$ cat config.mk
export PLATFORM = sky130hd
export DESIGN_NAME = fifo_step_sequencer_flat
export DESIGN_NICKNAME = d
export VERILOG_FILES = /design/src/rtl/fifo_step_sequencer_if.sv /design/src/rtl/fifo_step_sequencer.sv /design/src/flat_wrapper.sv
export SDC_FILE = /design/constraint.sdc
export NUM_CORES = 1
export LEC_CHECK = 0
export CAP_MARGIN = 0
export CORE_MARGIN = 10
export CORE_UTILIZATION = 55
export DETAILED_ROUTE_END_ITERATION = 7
export HOLD_SLACK_MARGIN = 0.12
export PLACE_DENSITY = 0.74
export SLEW_MARGIN = 10
export SYNTH_ARGS = -nofsm -noshare
export SYNTH_HDL_FRONTEND = slang
export SYNTH_SLANG_ARGS = --single-unit
$ cat constraint.sdc
create_clock -name clk -period 3.2 [get_ports clk]
set_input_delay 0.32 -clock clk [delete_from_list [all_inputs] [get_ports clk]]
set_output_delay 0.32 -clock clk [all_outputs]
set_load 0.005 [all_outputs]
$ cat src/rtl/fifo_step_sequencer_if.sv
// FIFO read-side bundle between the motion-record FIFO and its consumer.
// Carries the empty flag, the read data (valid the cycle after a pop) and the pop strobe.
// The consumer drives the pop strobe and the FIFO side drives the flag and data.
interface fifo_step_sequencer_if #(
  parameter int WORD_SIZE = 8
);
  logic                 fifo_empty;
  logic [WORD_SIZE-1:0] fifo_data_out;
  logic                 fifo_read_en;

  modport master (input fifo_empty, input fifo_data_out, output fifo_read_en);
  modport slave  (output fifo_empty, output fifo_data_out, input fifo_read_en);
endinterface

$ cat src/rtl/fifo_step_sequencer.sv
// Pops 4-byte motion records from the FIFO and plays them out as step/dir pulse trains.
// Latency: 2 cycles per byte fetched, DIR_SETUP cycles of dir setup, then 2*count*H*PRESCALE cycles.
// Backpressure: stalls with busy held while the FIFO is empty mid-record; never pops while empty.
module fifo_step_sequencer #(
  parameter int WORD_SIZE    = 8,
  parameter int RECORD_WORDS = 4,
  parameter int PRESCALE     = 4,
  parameter int DIR_SETUP    = 2
) (
  input  logic                         clk,
  input  logic                         reset,
  input  logic                         enable,
  fifo_step_sequencer_if.master        fifo,
  output logic [3:0]                   step,
  output logic [3:0]                   dir,
  output logic                         busy,
  output logic                         record_done,
  output logic [15:0]                  records_completed
);

  // Wide enough for 255 ticks of PRESCALE cycles with a spare bit.
  localparam int TW = 9 + $clog2(PRESCALE);
  localparam logic [1:0] LAST_IDX = 2'(RECORD_WORDS - 1);

  typedef enum logic [2:0] {IDLE, POP, CAPTURE, SETUP, HIGH, LOW, DONE} state_t;

  state_t               state;
  state_t               state_nxt;
  logic                 read_en;
  logic [1:0]           idx;
  logic [WORD_SIZE-1:0] rec0;
  logic [WORD_SIZE-1:0] rec1;
  logic [WORD_SIZE-1:0] rec2;
  logic [WORD_SIZE-1:0] rec3;
  logic [WORD_SIZE-1:0] half_ticks;
  logic [15:0]          remaining;
  logic [TW-1:0]        timer;
  logic [TW-1:0]        period;
  logic                 timer_zero;

  // A half-period of zero ticks behaves as one tick.
  assign half_ticks = (rec3 == '0) ? WORD_SIZE'(1) : rec3;
  assign period     = TW'(half_ticks) * TW'(PRESCALE);
  assign timer_zero = (timer == '0);
  assign fifo.fifo_read_en = read_en;

  // State register.
  always_ff @(posedge clk) begin
    if (reset) state <= IDLE;
    else       state <= state_nxt;
  end

  // Next-state decode plus all outputs derived from the current state.
  always_comb begin
    state_nxt   = state;
    read_en     = 1'b0;
    step        = 4'h0;
    busy        = 1'b0;
    record_done = 1'b0;
    case (state)
      IDLE: begin
        if (enable && !fifo.fifo_empty) begin
          read_en   = 1'b1;
          state_nxt = CAPTURE;
        end
      end
      POP: begin
        busy = 1'b1;
        if (!fifo.fifo_empty) begin
          read_en   = 1'b1;
          state_nxt = CAPTURE;
        end
      end
      CAPTURE: begin
        busy      = 1'b1;
        state_nxt = (idx == LAST_IDX) ? SETUP : POP;
      end
      SETUP: begin
        busy = 1'b1;
        if (timer_zero) state_nxt = (remaining == 16'd0) ? DONE : HIGH;
      end
      HIGH: begin
        busy = 1'b1;
        step = rec0[3:0];
        if (timer_zero) state_nxt = LOW;
      end
      LOW: begin
        busy = 1'b1;
        if (timer_zero) state_nxt = (remaining == 16'd1) ? DONE : HIGH;
      end
      DONE: begin
        record_done = 1'b1;
        state_nxt   = IDLE;
      end
      default: state_nxt = IDLE;
    endcase
    // The pop strobe is the only output not taken from registered state.
    if (reset) read_en = 1'b0;
  end

  // Record capture, dir latch, phase timer, remaining-step and completion counters.
  always_ff @(posedge clk) begin
    if (reset) begin
      idx               <= 2'd0;
      rec0              <= '0;
      rec1              <= '0;
      rec2              <= '0;
      rec3              <= '0;
      remaining         <= 16'd0;
      timer             <= '0;
      dir               <= 4'h0;
      records_completed <= 16'd0;
    end else begin
      case (state)
        IDLE: idx <= 2'd0;
        CAPTURE: begin
          case (idx)
            2'd0:    rec0 <= fifo.fifo_data_out;
            2'd1:    rec1 <= fifo.fifo_data_out;
            2'd2:    rec2 <= fifo.fifo_data_out;
            default: rec3 <= fifo.fifo_data_out;
          endcase
          idx <= idx + 2'd1;
          if (idx == LAST_IDX) begin
            dir       <= rec0[7:4];
            remaining <= {rec2, rec1};
            timer     <= TW'(DIR_SETUP - 1);
          end
        end
        SETUP, HIGH: begin
          if (timer_zero) timer <= period - TW'(1);
          else            timer <= timer - TW'(1);
        end
        LOW: begin
          if (timer_zero) begin
            timer     <= period - TW'(1);
            remaining <= remaining - 16'd1;
          end else begin
            timer <= timer - TW'(1);
          end
        end
        default: ;
      endcase
      // Counted on entry to DONE so the new total is visible alongside record_done.
      if (state_nxt == DONE) records_completed <= records_completed + 16'd1;
    end
  end

endmodule
$ cat src/flat_wrapper.sv
// flat-port wrapper written by rule: the top's interface ports become plain ports
module fifo_step_sequencer_flat 
#(
  parameter int WORD_SIZE    = 8,
  parameter int RECORD_WORDS = 4,
  parameter int PRESCALE     = 4,
  parameter int DIR_SETUP    = 2
)
  (clk, reset, enable, step, dir, busy, record_done, records_completed, fifo_fifo_empty, fifo_fifo_data_out, fifo_fifo_read_en);
  fifo_step_sequencer_if #(.WORD_SIZE(WORD_SIZE)) fifo_i ();
  input  logic clk;
  input  logic reset;
  input  logic enable;
  output logic [3:0] step;
  output logic [3:0] dir;
  output logic busy;
  output logic record_done;
  output logic [15:0] records_completed;
  input wire logic [$bits(fifo_i.fifo_empty)-1:0] fifo_fifo_empty;
  input wire logic [$bits(fifo_i.fifo_data_out)-1:0] fifo_fifo_data_out;
  output wire logic [$bits(fifo_i.fifo_read_en)-1:0] fifo_fifo_read_en;
  assign fifo_i.fifo_empty = fifo_fifo_empty;
  assign fifo_i.fifo_data_out = fifo_fifo_data_out;
  assign fifo_fifo_read_en = fifo_i.fifo_read_en;
  fifo_step_sequencer #(.WORD_SIZE(WORD_SIZE), .RECORD_WORDS(RECORD_WORDS), .PRESCALE(PRESCALE), .DIR_SETUP(DIR_SETUP)) u_core (.clk(clk), .reset(reset), .enable(enable), .fifo(fifo_i), .step(step), .dir(dir), .busy(busy), .record_done(record_done), .records_completed(records_completed));
endmodule
* Word level (Yosys, flattened, before mapping)
Index checks and enable logic that the tools add are counted.
Operators by class: add/subtract/negate cells 5, equality and inequality tests 13, mux-type cells 24, bitwise operators 1, reduce and logical (&&, ||, !) cells 20
Operators by type and width (count):
- two-way mux 16 bit | 2
- case mux 16 bit (2 select lines) | 1
- two-way mux 11 bit | 2
- case mux 11 bit (2 select lines) | 1
- case mux 3 bit (6 select lines) | 1
- adder 16 x 1 -> 16 bit, second input constant | 1
- equality test 16 x 1 -> 1 bit, second input constant | 1
- zero test 16 bit | 1
- subtractor 16 x 1 -> 16 bit, second input constant | 1
- two-way mux 3 bit | 5
- equality test 3 bit, second input constant | 4
- AND reduction 2 bit | 6
- zero test 11 bit | 1
- subtractor 10 x 1 -> 11 bit, second input constant | 1
- subtractor 11 x 1 -> 11 bit, second input constant | 1
- zero test 8 bit | 1
- two-way mux 8 bit | 1
- equality test 3 x 2 -> 1 bit, second input constant | 2
- two-way mux 2 bit | 3
- nonzero test 2 bit | 3
- OR reduction 3 bit | 2
- two-way mux 1 bit | 5
- OR reduction 5 bit | 1
- equality test 2 bit, second input constant | 2
- other kinds (13) | 14
Word-level totals: register bits 84

* Logic depth before layout (Yosys ltp)
Gate-level depths: netlist of run 1.
word-level depth 5, depth in mapped cells 9, gate-level depth less buffers 9

* Worst setup path after synthesis of run 1
Ideal clock, no wire load.
path type reg-to-reg, from register u_core.remaining[8], to register u_core.records_completed[14], library setup time 0.123 ns, arrival 2.482 ns, required time 3.077 ns, path slack 0.595 ns, stages on the path, launching flop included 7, clock period less this slack 2.605 ns, path through dfxtp_1 or4_4 or4_4 a211o_4 buf_6 a2111oi_4 mux2_1
Between the ends: word-level cells in the longest chain between the ends 5, elaborated cells between the ends (all ways) 8, classes of those cells eq/ne (2); mux (5); reduce/logical (1)
Ends and longest elaborated chain:
- from (decl) | line fifo_step_sequencer.sv:36 | logic [15:0] remaining;
- from (signal assigned) | line fifo_step_sequencer.sv:126 | remaining <= {rec2, rec1};
- from (signal assigned) | line fifo_step_sequencer.sv:137 | remaining <= remaining - 16'd1;
- equality test 16 x 1 -> 1 bit or zero test 16 bit (tied branches) | line fifo_step_sequencer.sv:89, fifo_step_sequencer.sv:80
- two-way mux 2 bit, on equally long branches | line fifo_step_sequencer.sv:89, fifo_step_sequencer.sv:80
- two-way mux 3 bit, on equally long branches | line fifo_step_sequencer.sv:89, fifo_step_sequencer.sv:80
- case mux 3 bit (6 select lines) * | line fifo_step_sequencer.sv:60 | case (state)
- equality test 3 bit * | line fifo_step_sequencer.sv:145 | if (state_nxt == DONE) records_completed <= records_completed + 16'd1;
- to (signal assigned) | line fifo_step_sequencer.sv:145
- to (decl) | line fifo_step_sequencer.sv:18 | output logic [15:0] records_completed
Mark *: on every way between the ends. The rest lies on a longest branch, timed or not. A chain may end at the register's enable or synchronous reset.

* Final worst setup path of run 1
from register u_core.remaining[4], to register u_core.records_completed[9]
The elaborated chain is that of the path after synthesis.

==> metrics.txt, run 1 <==
Fin Setup TNS=0 ns; DP HPWL=7.98 mm; top cells by area, synth=dfxtp_1 (38%), nand2_1 (9.8%), a21oi_1 (7.5%), nor2_1 (3.7%), ha_1 (3.1%); Synth Area in Compound Gates=20.7%; Wirelength per Cell=16.0 µm; critical-path cell list=or4_1, or4_1, a211o_4, a2111oi_1, mux2_2; DRC Markers=0; P_leak=1.77 nW; Crit Reg-Reg Endpoint=u_core.records_completed[9]; clk buf depth=2; Achievable Freq=360 MHz; # diodes=0; status=finished, final reports clean; die area=0.0121 mm²; Pwr per Cell Area=381 mW/mm²; Slowest-stage cell, CP=or4_1; Syn Nets=596; Worst IR Drop VDD=343 µV; post-synth top area share=37.7%; Worst EP arrival=3.02 ns; Cells after Synth=573; post-cts sizing count=0; Post-DP Area=0.00493 mm²; top-count cell post-synth=nand2_1; cell area after synthesis=0.00446 mm²; Final min period=2.78 ns; largest family of logic cells by synthesized area=simple AND/OR/NAND/NOR gates; vias=4194; min-delay src=u_core.rec0[2]; hold_buf cts=0; hold crit path type=flop to flop; Layout Nets=625; Post-Synth Simple-Gate Area=28.3%; CTS root buf=clkbuf_8; vias in the first global route=3862; Num CTS Buffers=9; clock-pin slew on the worst setup and hold paths=0.09 ns; M1 GR Usage=28.0%; worst reg2reg setup slack=0.42 ns; final setup vio count=0; share of layout cells above drive strength 1=8.40%; Area growth syn-to-layout=15.1%; pin count of the biggest net entering global routing=68; XOR/XNOR share of the synthesized area=1.18%; Worst Reg-to-Reg Cells=5; Die W=110 µm; gr busiest metal=met2; DRT antenna net count=0; ys flop type=dfxtp_1; CTS tree=done; Final Slew Violations=0; Post-CTS Setup Repair Bufs=0; clk_skew=0.0124 ns; Netlist cell types=60; Final Hold Fails=0; met3 usage=4.93%; WS Path Type=flop to flop; # rows=32; Slew HR=40.6%; critical path required time=3.44 ns; later-pin clock latency in the skew report=0.36 ns; Worst Tran Pin Value=0.883 ns; dpl cells=693; drt total wl=11.3 mm; Vias/cell=5.92; #FFs+latches synth=84; async set-reset flop share out of synthesis=0%; port bufs=38; Final period util=86.9%; Post-synth EDFFs=0; Layout Cells excl Fill=709; routing usage on met2=28.2%; Clock Sinks=84; cell taking the most area after synthesis=dfxtp_1; hold slack=0.458 ns; Core Region=0.00781 mm²; initial antenna violation count=0; router iterations before antenna repair=5; Die Y=110 µm; grt ovf=0; WHS Path Cells=2; Setup crit start kind=flop; H-tree levels=3; RePlAce Congestion=0.861; CP dominant cell by count=or4_1; launch point of the worst reg-to-reg path=u_core.remaining[4]; RSZ-0062 raised after global routing=no; final instance area=0.00513 mm²; CP endpoint kind=flop; Yosys Warn Count=0; CP max stage delay=0.61 ns; synthesized area per cell=7.78 µm²; total of max-cap violations=0; # IOs=39; Hold Path Sink=u_core.rec0[2]; Post-synth top cells=nand2_1 (116), dfxtp_1 (84), a21oi_1 (67); gr usage total=19.3%; maximum fanout along the worst path=16; DRT iter0 DRCs=236; Synth Area in Adders=3.09%; Seq/Total Area, Yosys=37.7%; post-synthesis mux area share=4.72%; first-pass GRT wire length=19.2 mm; Initial Util=57.1%
-- area by class of cell --
cell class | instances | area [µm²]
tap | 102 | 128
clock buffer | 10 | 128
fill | 681 | 2680
multi-input combinational | 441 | 2590
inverter | 13 | 48.8
sequential | 84 | 1680
timing repair buffer | 53 | 488
clock inverter | 6 | 71.3
-- cells by family after synthesis --
family | count (synthesis)
simple gates | 263
compound gates | 142
flops | 84
buf+inv | 48
mux | 19
fa+ha+maj | 11
xor+xnor | 6
-- critical path, delay by kind of cell, from the launching register on --
kind            cells  cell delay [ns]
simple gates        2             1.06
compound gates      2             0.83
flops               1             0.39
mux                 1             0.37
-- per-stage QoR --
step	worst slack, ns	total power [W]	utilization (%)
finish	0.419	0.00195	65.7
global route	0.231	0.00202	65.7
CTS	0.411	0.00197	65.7
detailed placement	0.436	0.00120	63.2
global placement	0.471	0.00120	63.2
floorplan	0.595	0.00116	-
-- where the power goes --
group / total (W) / internal (W) / switching (W)
Clock: 0.000777 / 0.000368 / 0.000409
Sequential: 0.00106 / 0.00105 / 0.0000101
Combinational: 0.000116 / 0.0000436 / 0.0000721
-- placed cells by master, fill, tap and decap left out, drive strengths merged, types with 3 or more instances in the layout --
master and n:
a21boi 3, nor4 4, xnor2 3, mux2 16, a2111oi 8, clkbuf 10
nand4 7, a21oi 67, mux2i 3, and2 6, nor2 44, clkdlybuf4s50 37
a31oi 3, dfxtp 84, nor2b 15, and3 5, nand2 116, nand3 21
inv 15, or4 9, nor4b 3, ha 11, nor3 14, nand3b 4
buf 16, nand4b 4, o22ai 4, xor2 3, o21ai 23, a211oi 14
-- routing by layer --
metal	vias up	wire [µm]	part of all wire [%]
met5	-	0	0
met4	0	75	0.66
met3	9	839	7.4
met2	148	5110	45
met1	1942	5280	47
li1	2095	-	-
-- worst max-delay path by stage --
stage	start	to	slack, ns	cells after the start
5_1_grt	u_core.remaining[8]	u_core.records_completed[9]	0.23	5
2_1_floorplan	u_core.remaining[8]	u_core.records_completed[14]	0.60	6
3_5_place_dp	u_core.remaining[8]	u_core.records_completed[9]	0.44	5
4_1_cts	u_core.remaining[8]	u_core.records_completed[9]	0.41	5
6_report	u_core.remaining[4]	u_core.records_completed[9]	0.42	5
3_3_place_gp	u_core.remaining[8]	u_core.records_completed[10]	0.47	5
-- registers in the layout, summed over array words and instances, names as in the netlist, 3 cells and up --
| register | cells |
|---|---|
| u_core.state | 3 |
| u_core.rec1 | 8 |
| u_core.rec3 | 8 |
| u_core.dir | 4 |
| u_core.remaining | 16 |
| u_core.timer | 11 |
| u_core.records_completed | 16 |
| u_core.rec0 | 8 |
| u_core.rec2 | 8 |
(Power assumes the default switching activity.)
==> run 2, diff against run 1 <==
--- a/config.mk
+++ b/config.mk
@@ -6,11 +6,14 @@
 export NUM_CORES = 1
 export LEC_CHECK = 0
 export CAP_MARGIN = 0
+export CORE_ASPECT_RATIO = 0.5
 export CORE_MARGIN = 10
 export CORE_UTILIZATION = 55
+export CTS_CLUSTER_SIZE = 24
 export DETAILED_ROUTE_END_ITERATION = 7
 export HOLD_SLACK_MARGIN = 0.12
 export PLACE_DENSITY = 0.74
+export REMOVE_ABC_BUFFERS = 1
 export SLEW_MARGIN = 10
 export SYNTH_ARGS = -nofsm -noshare
 export SYNTH_HDL_FRONTEND = slang
==> run 2 against run 1 <==
- cell area up 2.9%
- die area up 1.8%
- non-clock buffer count up 3
- sequential share of layout area down 0.92 points
- fmax down 1.6%
- critical path depth unchanged
- global-route usage down 0.94 points
- power up 15%
- first-iteration DRC count up 64%
- clock power up 38%
- register-to-register slack worse by 0.05 ns
- critical endpoint is now u_core.records_completed[10]
==> metrics.txt, run 2 (synthesis results as in run 1) <==
Fin Setup TNS=0 ns; Crit Reg-Reg Endpoint=u_core.records_completed[10]; hold crit path type=input pin to flop; status=finished, final reports clean; Achievable Freq=354 MHz; Final min period=2.83 ns; Vias/cell=5.83; Worst Tran Pin Value=0.941 ns; FF/Latch Area=0.00168 mm²; gr usage total=18.4%; CTS root buf=clkbuf_16; Core Util, Final=66.5%; # diodes=0; Clock Sinks=84; worst reg2reg setup slack=0.37 ns; share of layout cells above drive strength 1=9.02%; CP max stage delay=0.57 ns; # IOs=39; CTS tree=done; most frequent cells in the layout=nand2_1 (116), dfxtp_1 (84), a21oi_1 (67); initial antenna violation count=0; Die Y=83.7 µm; drt total wl=11.7 mm; Worst EP arrival=3.05 ns; Worst IR Drop VDD=304 µV; crit path to=u_core.records_completed[10]; maximum fanout along the worst path=16; Die W=147 µm; Pwr per Cell Area=427 mW/mm²; grt ovf=0; router iterations before antenna repair=5; die area=0.0123 mm²; post-cts sizing count=0; port bufs=38; DRT antenna net count=0; Worst Reg-to-Reg Cells=5; Final Hold Fails=0; later-pin clock latency in the skew report=0.34 ns; Wirelength per Cell=16.2 µm; Final Slew Violations=0; final setup vio count=0; pin count of the biggest net entering global routing=43; critical path required time=3.42 ns; CP dominant cell by count=or4_4; CP endpoint kind=flop; total of max-cap violations=0; vias in the first global route=3818; Worst Slack Setup Final=0.373 ns; clk buf depth=2; launch point of the worst reg-to-reg path=u_core.remaining[8]; fill cell count=690; RSZ-0062 raised after global routing=no; Top Registers=u_core.records_completed: 16 flops, u_core.remaining: 16 flops, u_core.timer: 11 flops; P_leak=1.84 nW; WS Path Type=flop to flop; Num CTS Buffers=9; clk_skew=0.00823 ns; # rows=23; Post-CTS Setup Repair Bufs=0; Initial Util=56.1%; vias=4207; DRT iter0 DRCs=387; Setup crit start kind=flop; Worst setup startpoint=u_core.remaining[8]; DP HPWL=8.08 mm; Core Region=0.00794 mm²; hold slack=0.411 ns; critical-path cell list=or4_4, or4_4, a211o_4, a2111oi_1, mux2_2; first-pass GRT wire length=19.0 mm; Layout Nets=628; Slew HR=36.7%; hold_buf cts=0; DRC Markers=0; Place WS=0.417 ns; most common cell after layout, fill and taps aside=nand2_1; RePlAce Congestion=0.841; Area growth syn-to-layout=18.4%; Slowest-stage cell, CP=or4_4; Multi-input gate area=0.00259 mm²; min-delay src=reset; Final period util=88.4%; H-tree levels=3; clock-pin slew on the worst setup and hold paths=0.06 ns
==> run 2: layout make-up <==
cell class | count | share of cell area (%)
well taps | 112 | 2.65
repair buffers | 56 | 9.67
flip-flops and latches | 84 | 31.8
multi-input cells | 441 | 49.0
inverters | 13 | 0.924
clock buffers | 11 | 4.79
clock inverters | 5 | 1.14
==> run 2: per-stage QoR <==
stage / instance area (µm²) / power, W / std cells
floorplan: 4320 / 0.00114 / 538
global placement: 4970 / 0.00120 / 706
detailed placement: 4970 / 0.00121 / 706
CTS: 5280 / 0.00227 / 722
global route: 5280 / 0.00232 / 722
finish: 5280 / 0.00226 / 722
==> run 2: worst max-delay path, delay by kind of cell, from the launching register on <==
family,cells,cell delay [ns]
AO/OA/AOI/OAI,2,0.92
flip-flops,1,0.36
multiplexers,1,0.38
AND/OR/NAND/NOR,2,1.03
==> run 2: power by group <==
part	internal [W]	leakage (nW)	switching, W
Combinational	0.0000461	1.02	0.0000781
Sequential	0.00105	0.677	0.00000809
Clock	0.000647	0.140	0.000424
==> run 2: metal layers <==
metal  GRT usage (%)  up-vias  part of all wire (%)
li1                -     2101                     -
met1            24.5     1980                    48
met2            28.2      116                    44
met3            5.30       10                   6.2
met4            5.10        0                   1.0
met5               0        -                     0
==> run 2: worst min-delay path by stage <==
stage          cells past startpoint  slack (ns)               to
2_1_floorplan                      1        0.39    u_core.dir[0]
3_3_place_gp                       2        0.44   u_core.rec0[2]
3_5_place_dp                       2        0.45   u_core.rec1[6]
4_1_cts                            2        0.39   u_core.rec3[5]
5_1_grt                            2        0.42  u_core.timer[3]
6_report                           2        0.41   u_core.rec3[5]
